`src/rtl/xor_serial_sched.sv`:
```
// xor_serial_sched: round-robin, LSB-first scheduler for one shared 1-bit XOR gate.
// Define XOR_SCHED_PARITY_EN to add res_parity, the XOR-reduction of res_data.
module xor_serial_sched #(
  parameter int WIDTH = 8
) (
  input  logic             clk,
  input  logic             rst_n,
  input  logic             req0_valid,
  output logic             req0_ready,
  input  logic [WIDTH-1:0] req0_a,
  input  logic [WIDTH-1:0] req0_b,
  input  logic             req1_valid,
  output logic             req1_ready,
  input  logic [WIDTH-1:0] req1_a,
  input  logic [WIDTH-1:0] req1_b,
  output logic             xor_a,
  output logic             xor_b,
  input  logic             xor_q,
  output logic             res_valid,
  input  logic             res_ready,
  output logic [WIDTH-1:0] res_data,
  output logic             res_id,
`ifdef XOR_SCHED_PARITY_EN
  output logic             res_parity,
`endif
  output logic             busy
);
  localparam int CW = $clog2(WIDTH);
  typedef enum logic [1:0] {IDLE, SHIFT, DONE} state_t;
  state_t state_q;
  logic rr_q, id_q;
  logic [CW-1:0] cnt_q;
  logic [WIDTH-1:0] a_q, b_q, data_q;
  logic idle, g0, g1;
  assign idle = state_q == IDLE;
  // rr_q high means req1 wins a tie
  assign g0 = idle & req0_valid & (~req1_valid | ~rr_q);
  assign g1 = idle & req1_valid & ~g0;
  assign req0_ready = g0;
  assign req1_ready = g1;
  assign xor_a = (state_q == SHIFT) & a_q[0];
  assign xor_b = (state_q == SHIFT) & b_q[0];
  assign res_valid = state_q == DONE;
  assign busy = ~idle;
  assign res_data = data_q;
  assign res_id = id_q;
`ifdef XOR_SCHED_PARITY_EN
  logic par_q;
  assign res_parity = par_q;
`endif
  always_ff @(posedge clk) begin
    if (!rst_n) begin
      state_q <= IDLE;
      rr_q <= 1'b0;
      id_q <= 1'b0;
      cnt_q <= '0;
      a_q <= '0;
      b_q <= '0;
      data_q <= '0;
`ifdef XOR_SCHED_PARITY_EN
      par_q <= 1'b0;
`endif
    end else begin
      case (state_q)
        IDLE: if (g0 | g1) begin
          a_q <= g1 ? req1_a : req0_a;
          b_q <= g1 ? req1_b : req0_b;
          id_q <= g1;
          rr_q <= g0;
          cnt_q <= '0;
          state_q <= SHIFT;
`ifdef XOR_SCHED_PARITY_EN
          par_q <= 1'b0;
`endif
        end
        SHIFT: begin
          data_q[cnt_q] <= xor_q;
          a_q <= a_q >> 1;
          b_q <= b_q >> 1;
          cnt_q <= cnt_q + 1'b1;
`ifdef XOR_SCHED_PARITY_EN
          par_q <= par_q ^ xor_q;
`endif
          if (cnt_q == CW'(WIDTH - 1)) state_q <= DONE;
        end
        DONE: if (res_ready) state_q <= IDLE;
        default: state_q <= IDLE;
      endcase
    end
  end
endmodule

```
`config.mk`:
```
export PLATFORM = sky130hd
export DESIGN_NAME = xor_serial_sched
export DESIGN_NICKNAME = d
export VERILOG_FILES = /design/src/rtl/xor_serial_sched.sv
export SDC_FILE = /design/constraint.sdc
export NUM_CORES = 1
export LEC_CHECK = 0
export CAP_MARGIN = 5
export CORE_MARGIN = 2
export CORE_UTILIZATION = 45
export CTS_BUF_LIST = sky130_fd_sc_hd__clkbuf_8
export CTS_CLUSTER_SIZE = 14
export DETAILED_ROUTE_END_ITERATION = 8
export GPL_TIMING_DRIVEN = 0
export PLACE_DENSITY = 0.75
export SETUP_SLACK_MARGIN = 0.15
export SYNTH_ARGS = -nofsm -noshare
export SYNTH_HDL_FRONTEND = slang
export SYNTH_SLANG_ARGS = --single-unit
```
`constraint.sdc`:
```
create_clock -name clk -period 2.8 [get_ports clk]
set_input_delay 0.42 -clock clk [delete_from_list [all_inputs] [get_ports clk]]
set_output_delay 0.42 -clock clk [all_outputs]
set_load 0.005 [all_outputs]
```
# [Yosys cells after proc, flatten, opt, wreduce, memory -nomap -nowiden]
# Index checks and enable logic that the tools add are counted.
[totals] out_inout_bits=15 regBits=31 inputBits=38 word_cells=49
[op_classes] bitwise_logic=12 n_lt_le_gt_ge=2 n_mux=15 add_sub_neg=1 reduce_logical=6 n_eq_ne=6
[op_table] operator="2-to-1 mux 8 bit" count=4
[op_table] operator="case mux 8 bit (2 select lines)" count=2
[op_table] operator="bitwise mux 8 bit" count=1
[op_table] operator="AND 1 bit" count=6
[op_table] operator="2-to-1 mux 2 bit" count=3
[op_table] operator="!= test 2 x 1 -> 1 bit (second input constant)" count=3
[op_table] operator="case mux 2 bit (3 select lines)" count=1
[op_table] operator="case mux 3 bit (2 select lines)" count=1
[op_table] operator="less-than comparator 3 x 4 -> 1 bit (second input constant)" count=1
[op_table] operator="inverter 1 bit" count=4
[op_table] operator="AND reduction 2 bit" count=2
[op_table] operator="adder 3 x 1 -> 3 bit (second input constant)" count=1
[op_table] operator="demux 1 bit (select 3 bit)" count=1
[op_table] operator="== test 3 bit (second input constant)" count=1
[op_table] operator="greater-or-equal comparator 3 x 1 -> 1 bit (second input constant)" count=1
[op_table] operator="2-to-1 mux 3 bit" count=1
[op_table] operator="AND reduction 3 bit" count=1
[op_table] operator="== test 2 x 1 -> 1 bit (second input constant)" count=1
[op_table] operator="== test 2 bit (second input constant)" count=1
[op_table] operator="logical NOT 2 bit" count=1
[op_table] operator="OR 1 bit" count=2
[op_table] operator="nonzero test 2 bit" count=1
[op_table] operator="logical AND 1 bit" count=1
[op_table] operator="2-to-1 mux 1 bit" count=1

# [Longest topological paths before layout]
# Gate-level depths: netlist (run 1).
[depth] ltp_word=8 ltp_mapped=6 ltp_nobuf=4

# [Worst setup path after synthesis (run 1)]
# No wires, ideal clock.
[synth_timing] path_type="input -> output" startpoint="input req1_valid" endpoint="output req0_ready" arrival_time_ns=1.045 setup_slack_ns=1.335 cell_stages=3 path_cell_list="buf_2 clkbuf_1 a211oi_1"
[synth_between] elab_chain_cells=3
[synth_rtl] item="start, declared" line="12" rtl="input logic req1_valid,"
[synth_rtl] item="inverter 1 bit" line="37" rtl="assign g0 = idle & req0_valid & (~req1_valid | ~rr_q);"
[synth_rtl] item="OR 1 bit" line="37"
[synth_rtl] item="AND 1 bit" line="37"
[synth_rtl] item="end, declared" line="9" rtl="output logic req0_ready,"
# Every way passes these cells.

# [Worst setup path after layout (run 1)]
[layout_timing] startpoint="input req0_valid" endpoint="output req1_ready"
[layout_between] elab_chain_cells=4
[layout_rtl] item="start, declared" line="8" rtl="input logic req0_valid,"
[layout_rtl] item="AND 1 bit (2 in series)" line="37"
[layout_rtl] item="inverter 1 bit" line="38" rtl="assign g1 = idle & req1_valid & ~g0;"
[layout_rtl] item="AND 1 bit" line="38"
[layout_rtl] item="end, declared" line="13" rtl="output logic req1_ready,"
# Every way passes these cells.

==> results.md, run 1 <==
- Worst skew pair latency: roughly 280 ps
- Routed WL: 4760 um
- Worst r2r src: state_q[0]
- Critical path's slowest cell: clkdlybuf4s50_1
- Full die area: between 0.004 and 0.005 sq mm
- Place WS: 324 ps
- Fin Clk Skew: 4.53 ps
- Most frequent cells in the layout: clkdlybuf4s50_1, and2_1, dfxtp_1, o2111ai_1, nand4_1
- R2R Setup Slk: approximately 1400 ps
- Hold Path End: res_data[6]
- Post-synth top flop: dfxtp_1
- Routed len/inst: 14.5 um
- Period utilization: 0.886
- Met2 wire len: 2130 um
- Post-CTS sizing: 0
- HPWL after detailed placement: 3720 um
- CTS buffer count: 5
- Fin. Hold Viols: 0
- Max Cap Viol: 0
- Tightest Hold Check Type: register to register
- Sequential area share after synthesis: 0.317
- Worst Path Required: roughly 2400 ps
- RD Place Congestion: roughly 0.8
- Post-CTS setup buffer count: 0
- Final setup fails: 0
- Die height: roughly 70 um
- Slew Limit Fails: 0
- Clock-pin slew on the worst setup and hold paths: approximately 60 ps
- Total track usage: 0.207
- Final core utilization: 0.641
- CP arrival: 2060 ps
- Io pins: 53
- Number of flops mapped to enable cells by yosys: 0
- P&R area growth vs syn: 33.9%
- Fmax: 403 MHz
- Largest stage delay on the critical path: between 500 and 600 ps
- Critical Path, Cell by Cell: clkdlybuf4s50_1 > nand2b_1 > and3_1 > buf_6 > buf_6 > clkdlybuf4s50_1
- Synthesized Nets: 260
- Layout cells sized above 1: 0.140
- Pin count of the biggest net entering global routing: 11
- Die width: between 60 and 70 um
- Peak supply drop: 0.000217 V
- CTS tree: built
- CP startpoint: req0_valid
- Row count: 23
- Crit path max fanout: 10
- Slew @ Worst Pin: between 500 and 600 ps
- # diodes: 0
- Clock buffer depth: 2
- Port bufs: 50
- Setup CP Type: input port to primary output
- WL met3: approximately 350 um
- Syn_area_per_cell: ~8.9 sq um
- Detail Route Antenna Nets: 0
- Hold Crit Depth: 2
- Cells after Synth: 220
- Worst r2r dst: b_q[2]
- Post-synthesis register bit count: 31
- Synth cell types: 41
- Worst R2R Path Depth: 5
- Worst setup EP type: primary output
- CTS Sinks: 31
- DRC: 0
- Synth async-reset ratio: 0
- Worst hold start: res_data[6]
- Final worst slack: around 320 ps
- Post-cts hold buffer count: 0
- Drt via density: 5.80
- First-pass GRT wire length: slightly above 8000 um
- RSZ-0062 raised after global routing: no
- Mapped Area: around 0.0020 sq mm
- Pwr Density: ~430 mW/mm^2
- Clk Tree Root Cell: clkbuf_8
- Initial antenna violation count: 0
- Drt pass-1 iters: 4
- Crit path time final: between 2000 and 2500 ps
- Static Leak: between 0.9 and 1 nW
- Most common cell after layout, fill and taps aside: clkdlybuf4s50_1
- CORE AREA: between 0.004 and 0.005 sq mm
- Vias in the first global route: 1796
- Remaining global-route overflow: 0
- Ys Warns: 0
- Top Metal Used: met4
- H-tree level count: 2
- Nets@finish: between 300 and 400
- Initial Util: 0.479
- Status: completed
- 1st-iter DRT viols: 84
- Routed length on met1: around 2200 um
- Vias: 1903
- TNS Setup: 0 ps
- Slew margin rel.: 0.601
- Critical path launch point type: input port
## per-stage QoR
step           std cells  total power, mW  area, sq um  hold WS, ps
2_1_floorplan        220            0.654         1960          465
3_3_place_gp         320            0.755         2520          455
3_5_place_dp         320            0.757         2520          469
4_1_cts              328             1.13         2620          478
5_1_grt              328             1.18         2620          494
6_report             328             1.13         2620          476
## kinds of logic (layout without fill, tap and decap cells)
group	count (synthesis)	count (layout)	share of synthesized area
compound gates	79	79	0.347
simple gates	75	75	0.240
buf+inv	33	91	0.0832
flops	31	31	0.317
fa+ha+maj	2	2	0.0128
## sequential cells by signal (all words and copies together), names as in the netlist
name      count
state_q       2
res_id        1
b_q           8
rr_q          1
a_q           8
cnt_q         3
res_data      8
## worst max-delay path, delay by kind of cell
family	cells	cell delay, ps
AND/OR/NAND/NOR	2	400
buffers and inverters	4	1240
## how the worst max path moves through the flow
| stage | to | slack, ps |
|---|---|---|
| 2_1_floorplan | req0_ready | 1330 |
| 3_3_place_gp | req1_ready | 320 |
| 3_5_place_dp | req1_ready | 320 |
| 4_1_cts | req1_ready | 310 |
| 5_1_grt | req1_ready | 250 |
| 6_report | req1_ready | 320 |
## Yosys cell counts, types with 7 or more instances
cell	count	area, sq um
and2_1	31	194
dfxtp_1	31	621
nand4_1	14	87.6
o2111ai_1	14	123
a21oi_1	13	65.1
clkbuf_1	13	48.8
o21ai_0	10	50.1
nand3_1	8	40.0
a221oi_1	7	61.3
a221oi_2	7	105
buf_2	7	35.0
o221ai_1	7	61.3
o221ai_2	7	105
## power breakdown
group          leakage (nW)  internal, mW  switching, mW  total, mW
combinational         0.592         0.128          0.121      0.250
clock                0.0557         0.220          0.158      0.378
sequential            0.254         0.474         0.0245      0.498
## final cells by class
type | instances | area [sq um]
Timing Repair Buffer | 50 | 500
Inverter | 7 | 26.3
Multi-Input combinational cell | 156 | 1170
Fill cell | 374 | 1470
Tap cell | 50 | 62.6
Buffer | 26 | 136
Clock inverter | 1 | 3.75
Clock buffer | 7 | 96.3
Sequential cell | 31 | 621
## per-layer routing
layer	GRT usage	up-vias
met5	0	-
met4	0.0962	0
met3	0.0462	7
met2	0.317	84
met1	0.276	839
li1	-	973
Note: power is estimated with default switching activity, not from simulation.
==> run 2: changes to the inputs <==
Settings changed: CORE_UTILIZATION 45 to 25, PLACE_DENSITY 0.75 to not set.
==> results.md, run 2 (synthesis results as in run 1) <==
- Status: completed
- Static Leak: roughly 0.89 nW
- Crit path max fanout: 10
- Full die area: about 0.0085 sq mm
- Slew Limit Fails: 0
- P_sw: 0.321 mW
- Die width: a little over 90 um
- Routed len/inst: 14.3 um
- TNS Setup: 0 ps
- Final worst slack: about 310 ps
- # diodes: 0
- Nets@finish: 317
- Logic pwr share: 0.225
- P_int: 0.795 mW
- Critical path launch point type: input port
- Slew margin rel.: 0.598
- Vias: roughly 1900
- Die height: around 90 um
- Peak supply drop: 0.000165 V
- Period utilization: 0.889
- Place WS: just over 300 ps
- CP startpoint: req0_valid
- Clock-pin slew on the worst setup and hold paths: around 70 ps
- Vias in the first global route: about 1900
- P&R area growth vs syn: 36.6%
- Worst Path Required: ~2400 ps
- Footprint of the multi-input gates: between 0.001 and 0.0015 sq mm
- RD Place Congestion: around 0.82
- First-pass GRT wire length: 9010 um
- RSZ-0062 raised after global routing: no
- Total track usage: 0.131
- Io pins: 53
- Worst setup EP type: primary output
- CTS Sinks: 31
- Clk Tree Root Cell: clkbuf_8
- Post-CTS setup buffer count: 0
- Fillers: approximately 800
- Detail Route Antenna Nets: 0
- Port bufs: 50
- DRC: 0
- Worst skew pair latency: roughly 290 ps
- 1st-iter DRT viols: 61
- Post-CTS sizing: 0
- Most frequent cells in the layout: clkdlybuf4s50_1, and2_1, dfxtp_1, o2111ai_1, nand4_1
- CORE AREA: about 0.0076 sq mm
- Switching share of total power: 0.288
- Final core utilization: 0.349
- Reg power frac: 0.447
- Slew @ Worst Pin: between 600 and 700 ps
- Final setup fails: 0
- Max Cap Viol: 0
- Pwr Density: ~420 mW/mm^2
- Worst r2r src: state_q[0]
- Most common cell after layout, fill and taps aside: clkdlybuf4s50_1
- HPWL after detailed placement: around 4100 um
- Worst hold start: res_data[0]
- Initial Util: 0.256
- Crit path time final: roughly 2500 ps
- Initial antenna violation count: 0
- H-tree level count: 2
- Clk network pwr share: 0.328
- Fin. Hold Viols: 0
- Worst hold slack: about 470 ps
- Pin count of the biggest net entering global routing: 11
- Clock buffer depth: 2
- Setup CP Type: input port to primary output
- Row count: 32
- Tightest Hold Check Type: register to register
- Fmax: 402 MHz
- Fin Clk Skew: ~7.7 ps
- Drt pass-1 iters: 4
- CTS buffer count: 5
- CTS tree: built
- Layout cells sized above 1: 0.141
- Remaining global-route overflow: 0
- Drt via density: about 5.0
- Routed WL: 5430 um
- Post-cts hold buffer count: 0
- Register area: 621 sq um
- CP arrival: just over 2000 ps
## run 2: cell count changes in the layout (fill, tap and decap cells not counted)
cell and change:
inv_1 -1, clkinv_2 +1, clkbuf_8 -1
## run 2: worst max-delay path, cell delays in order
cell and delay [ps]:
clkdlybuf4s50_1 410, nand2b_1 210, and3_1 210, buf_6 140, buf_6 160, clkdlybuf4s50_1 510
## run 2: power by group through the flow
stage / registers (mW) / logic (mW) / clock network (mW)
after floorplan: 0.503 / 0.151 / 0
after global placement: 0.507 / 0.251 / 0
after detailed placement: 0.508 / 0.253 / 0
after CTS: 0.498 / 0.254 / 0.371
after global routing: 0.502 / 0.276 / 0.387
final: 0.498 / 0.251 / 0.366
## run 2: worst paths after layout
kind | to | slack, ps | depth (start not counted)
worst min-delay path | res_data[0] | 470 | 2
worst min register to register | res_data[0] | 470 | 2
worst max register to register | b_q[6] | 1370 | 5
worst max-delay path | req1_ready | 310 | 6
## run 2: final cells by class
class	instances	share of cell area
clock inverters	1	0.00187
multi-input cells	156	0.439
well taps	102	0.0478
plain buffers	26	0.0511
repair buffers	50	0.187
inverters	7	0.00984
flip-flops and latches	31	0.232
clock buffers	6	0.0309
## run 2: routing by layer
layer	GRT usage	wire length (um)	vias up
li1	-	-	969
met1	0.167	2490	870
met2	0.215	2490	52
met3	0.0382	355	8
met4	0.0410	92	0
met5	0	0	-
## run 2: through the flow
stage	power [mW]	area, sq um	cells
after global placement	0.758	2580	372
after floorplan	0.654	1960	220
after global routing	1.17	2670	379
final	1.12	2670	379
after CTS	1.12	2670	379
after detailed placement	0.761	2580	372
==> RTL edit 1, RTL diff (flow settings as in run 1) <==
Re-encode `state_t` (3 states) as one-hot, 3 bits wide.
--- a/src/rtl/xor_serial_sched.sv
+++ b/src/rtl/xor_serial_sched.sv
@@ -26,7 +26,7 @@
   output logic             busy
 );
   localparam int CW = $clog2(WIDTH);
-  typedef enum logic [1:0] {IDLE, SHIFT, DONE} state_t;
+  typedef enum logic [2:0] {IDLE = 3'b001, SHIFT = 3'b010, DONE = 3'b100} state_t;
   state_t state_q;
   logic rr_q, id_q;
   logic [CW-1:0] cnt_q;
Behaviour: no difference found for any inputs over 10 cycles, from zero or initial values and one cycle with rst_n low; not proved beyond that.
==> RTL edit 1 against run 1 <==
- sequential cell count rose by 1
- global-route usage grew 0.54 points
- clock power up 11%
- synthesized area fell by 16%
- design area decreased by 11%
- wire length fell by 17%
- largest power group unchanged
- non-clock buffer count is 13 lower
- fmax down 1.6%
- critical path type unchanged
- setup slack worse by 0.041 ns
- total power is 6.3% higher
- critical endpoint unchanged
- register-to-register slack got worse by 0.19 ns
- highest routed layer unchanged
==> RTL edit 1: results (changes against run 1) <==
.. list-table::
   :header-rows: 1

   * - Metric
     - Value
   * - Run status
     - completed
   * - 1st-iter DRT viols
     - 28 (-67%)
   * - Number of warnings issued by yosys
     - 0 (unchanged)
   * - Lkg Pwr
     - 0.899 nW (-0.35%)
   * - Worst slack at placement
     - 0.195 ns (-0.128 ns)
   * - Sequential-to-total area share from yosys stat
     - 0.390 (+0.0723)
   * - Delay of the slowest critical-path stage
     - 0.50 ns (-0.02 ns)
   * - Final Wtd Congestion
     - 0.790 (-4.1%)
   * - Slew HR
     - 0.706 (+0.105)
   * - Synth Register Bits
     - 32 (+3.2%)
   * - Share of async-settable or async-resettable flops after synthesis
     - 0 (unchanged)
   * - Kind of cell adding the most delay to the critical path
     - buffers and inverters
   * - Hold path startpoint
     - res_data[4]
   * - Antenna diodes
     - 0 (unchanged)
   * - Data arrival time of the critical path
     - 2.10 ns (+0.04 ns)
   * - Fill count
     - 281 (-25%)
   * - Proportion of layout cells with a drive suffix above 1
     - 0.143 (+0.00317)
   * - Cell at the root of the clock tree
     - clkbuf_8
   * - Hold/Removal Path Class
     - flop to flop
   * - Clock input transition at the sequential cells of the worst setup and hold paths
     - 0.06 ns (about the same)
   * - Total half-perimeter wirelength after legalization and detailed placement
     - 3000 um (-19%)
   * - Maximum vdd drop
     - 0.299 mV (+38%)
   * - Ys flop type
     - dfxtp_1
   * - Number of nets in the final layout
     - 276 (-13%)
   * - Setup Skew
     - 0.00596 ns (+0.00144 ns)
   * - Post-DP Area
     - 2220 um2 (-12%)
   * - Number of distinct library cells after synthesis
     - 35 (-15%)
   * - Most frequent cells after synthesis
     - dfxtp_1, nand2_1, mux2i_1
   * - Vias after detailed routing
     - 1507 (-21%)
   * - Count of port buffers added during placement
     - 52 (+4.0%)
   * - Cell types occupying the most area after synthesis
     - dfxtp_1, mux2i_1, o221ai_2
   * - Clock buffer depth
     - 2 (unchanged)
   * - Overall track demand over capacity in global routing
     - 0.212 (+0.00541)
   * - Sum of routed wire length over all layers
     - 3970 um (-17%)
   * - First-pass GRT wire length
     - 6820 um (-17%)
   * - Mapped Avg Cell Area
     - 9.29 um2 (+4.5%)
   * - Worst reg2reg path startpoint
     - state_q[0]
   * - Net Count, Synth
     - 217 (-17%)
   * - Initial antenna violation count
     - 0 (unchanged)
   * - Cell total after placement
     - 275 (-14%)
   * - DR vias/cell
     - 5.33 (-8.2%)
## RTL edit 1: cell types whose count changed after synthesis, sizes merged, moves of 12 or more
| cell | change |
|---|---|
| o2111ai | -14 |
| and2 | -27 |
| nand2 | +24 |
| mux2i | +17 |
| clkbuf | -13 |
| a221oi | -12 |
## RTL edit 1: worst paths after layout
kind                            slack [ns]           to  cells after the start
worst max-delay path                  0.28   req1_ready                      6
worst min-delay path                  0.46  res_data[4]                      2
worst max register to register        1.19       a_q[4]                      5
worst min register to register        0.46  res_data[4]                      2
## RTL edit 1: final cells by class
type	count	area (um2)	share of cell area
multi-input combinational	131	933	0.400
clock inverter	3	38.8	0.0166
inverter	3	11.3	0.00483
sequential	32	641	0.275
clock buffer	5	68.8	0.0295
tap	46	57.6	0.0247
buffer	11	61.3	0.0263
timing repair buffer	52	520	0.223
## RTL edit 1: kinds of logic after synthesis
group                    after synthesis  synth area share
AND/OR/NAND/NOR                       76             0.249
AO/OA/AOI/OAI                         36             0.200
flip-flops                            32             0.390
adder cells (fa/ha/maj)                2            0.0152
multiplexers                          17             0.103
buffers and inverters                 14            0.0426
## RTL edit 1: worst reg2reg max path: cells and delay by family, from the launching register on
family                 cells  cell delay [ns]
and+or+nand+nor            2             0.49
DFF                        1             0.43
AOI/OAI and AO/OA          2             0.34
buffers and inverters      1             0.23
## RTL edit 1: repair_timing
item                                    4_1_cts  5_1_grt
buffers inserted                              0        0
endpoints found under the setup margin        0        1
gates resized for setup                       0        1
## RTL edit 1: per-layer routing
metal  global-route usage  share of wire
met4               0.0745          0.014
met1                0.245           0.43
met3               0.0590          0.052
met5                    0              0
met2                0.376           0.50
## RTL edit 1: power breakdown
group | switching (mW) | internal, mW
Sequential | 0.0218 | 0.495
Combinational | 0.124 | 0.136
Clock | 0.161 | 0.260
Total | 0.307 | 0.890
==> RTL edit 2, RTL diff (settings of run 1) <==
Without the edit above. Build with the macro `XOR_SCHED_PARITY_EN` defined.
--- a/src/rtl/xor_serial_sched.sv
+++ b/src/rtl/xor_serial_sched.sv
@@ -1,5 +1,7 @@
 // xor_serial_sched: round-robin, LSB-first scheduler for one shared 1-bit XOR gate.
 // Define XOR_SCHED_PARITY_EN to add res_parity, the XOR-reduction of res_data.
+`define XOR_SCHED_PARITY_EN
+
 module xor_serial_sched #(
   parameter int WIDTH = 8
 ) (
Check against the original RTL (old outputs only; new: res_parity): equivalent (equiv_simple and equiv_induct, registers matched by name and starting in step).
==> RTL edit 2 against run 1 <==
- register-to-register slack got worse by 0.11 ns
- via count decreased by 26%
- largest cell class unchanged
- synthesized area decreased by 22%
- critical path type unchanged
- total power increased by 1.1%
- sequential cell count increased by 1
- clock power increased by 13%
- design area decreased by 15%
- clock skew increased by 0.0062 ns
- largest power group unchanged
- non-clock buffer count decreased by 12
- setup slack got worse by 0.046 ns
- wire length decreased by 24%
- synthesized cell count decreased by 26%
- final cell count decreased by 18%
==> RTL edit 2: results (changes against run 1) <==
.. list-table::
   :header-rows: 1

   * - Metric
     - Value
   * - Run status
     - completed
   * - First-pass GRT wire length
     - 6030 um (-27%)
   * - Lkg Pwr
     - 0.921 nW (+2.1%)
   * - Count of port buffers added during placement
     - 52 (+4.0%)
   * - Setup Skew
     - 0.0107 ns (+0.00616 ns)
   * - Post-DP Area
     - 2100 um2 (-16%)
   * - Sum of routed wire length over all layers
     - 3610 um (-24%)
   * - Slew HR
     - 0.682 (+0.0804)
   * - Overall track demand over capacity in global routing
     - 0.196 (-0.0112)
   * - Proportion of layout cells with a drive suffix above 1
     - 0.0938 (-0.0465)
   * - Met2 wire len
     - 1680 um (-21%)
   * - Final Wtd Congestion
     - 0.797 (-3.3%)
   * - DR vias/cell
     - 5.25 (-9.5%)
   * - Most frequent cells after synthesis
     - dfxtp_1, mux2i_1, nor2_1
   * - 1st-iter DRT viols
     - 54 (-36%)
   * - Number of distinct library cells after synthesis
     - 35 (-15%)
   * - Data arrival time of the critical path
     - 2.11 ns (+0.05 ns)
   * - Maximum vdd drop
     - 0.360 mV (+66%)
   * - Cell types occupying the most area after synthesis
     - dfxtp_1, mux2i_1, a22oi_1
   * - Number of nets in the final layout
     - 263 (-17%)
   * - Total half-perimeter wirelength after legalization and detailed placement
     - 2710 um (-27%)
   * - Number of H-tree levels
     - 2 (unchanged)
   * - Met3 wire len
     - 242 um (-30%)
   * - Sum of routed wire segments on met1
     - 1610 um (-27%)
   * - Sequential-to-total area share from yosys stat
     - 0.420 (+0.102)
   * - Net Count, Synth
     - 202 (-22%)
   * - Met1 usage
     - 0.234 (-0.0413)
## RTL edit 2: worst paths after layout
check,startpoint,cells after the start,slack (ns),end
setup / recovery,req1_valid,6,0.27,req1_ready
hold / removal,a_q[3],1,0.47,a_q[3]
setup reg to reg,state_q[0],5,1.27,res_data[6]
hold reg to reg,a_q[3],1,0.47,a_q[3]
## RTL edit 2: cell type report
type | count | area (um2)
multi-input combinational | 115 | 818
clock inverter | 3 | 38.8
inverter | 5 | 18.8
tap | 46 | 57.6
sequential | 32 | 641
clock buffer | 5 | 68.8
fill | 291 | 1060
timing repair buffer | 54 | 536
buffer | 10 | 48.8
## RTL edit 2: cell families (layout without fill, tap and decap cells)
group                    count (synthesis)  count (layout)  share of synthesized area
AND/OR/NAND/NOR                         45              45                      0.166
AO/OA/AOI/OAI                           44              44                      0.198
flip-flops                              32              32                      0.420
multiplexers                            22              22                      0.145
buffers and inverters                   15              77                     0.0443
adder cells (fa/ha/maj)                  2               2                     0.0164
XOR/XNOR                                 2               2                     0.0115
## RTL edit 2: report_power, final
| part | switching [mW] | total (mW) | internal (mW) |
|---|---|---|---|
| sequential | 0.0180 | 0.503 | 0.485 |
| clock | 0.169 | 0.429 | 0.260 |
| combinational | 0.0901 | 0.206 | 0.116 |
## RTL edit 2: worst reg2reg max path, delay by kind of cell (launching register included)
family	cells	cell delay [ns]
flip-flops	1	0.52
buffers and inverters	1	0.27
AND/OR/NAND/NOR	3	0.45
multiplexers	1	0.18
## RTL edit 2: metrics by stage
step,hold slack [ns],worst slack [ns],util,cells
finish,0.474,0.272,0.678,270
floorplan,0.427,1.33,-,162
CTS,0.472,0.158,0.674,268
detailed placement,0.453,0.165,0.641,260
global placement,0.445,0.191,0.641,260
global route,0.488,0.220,0.678,270
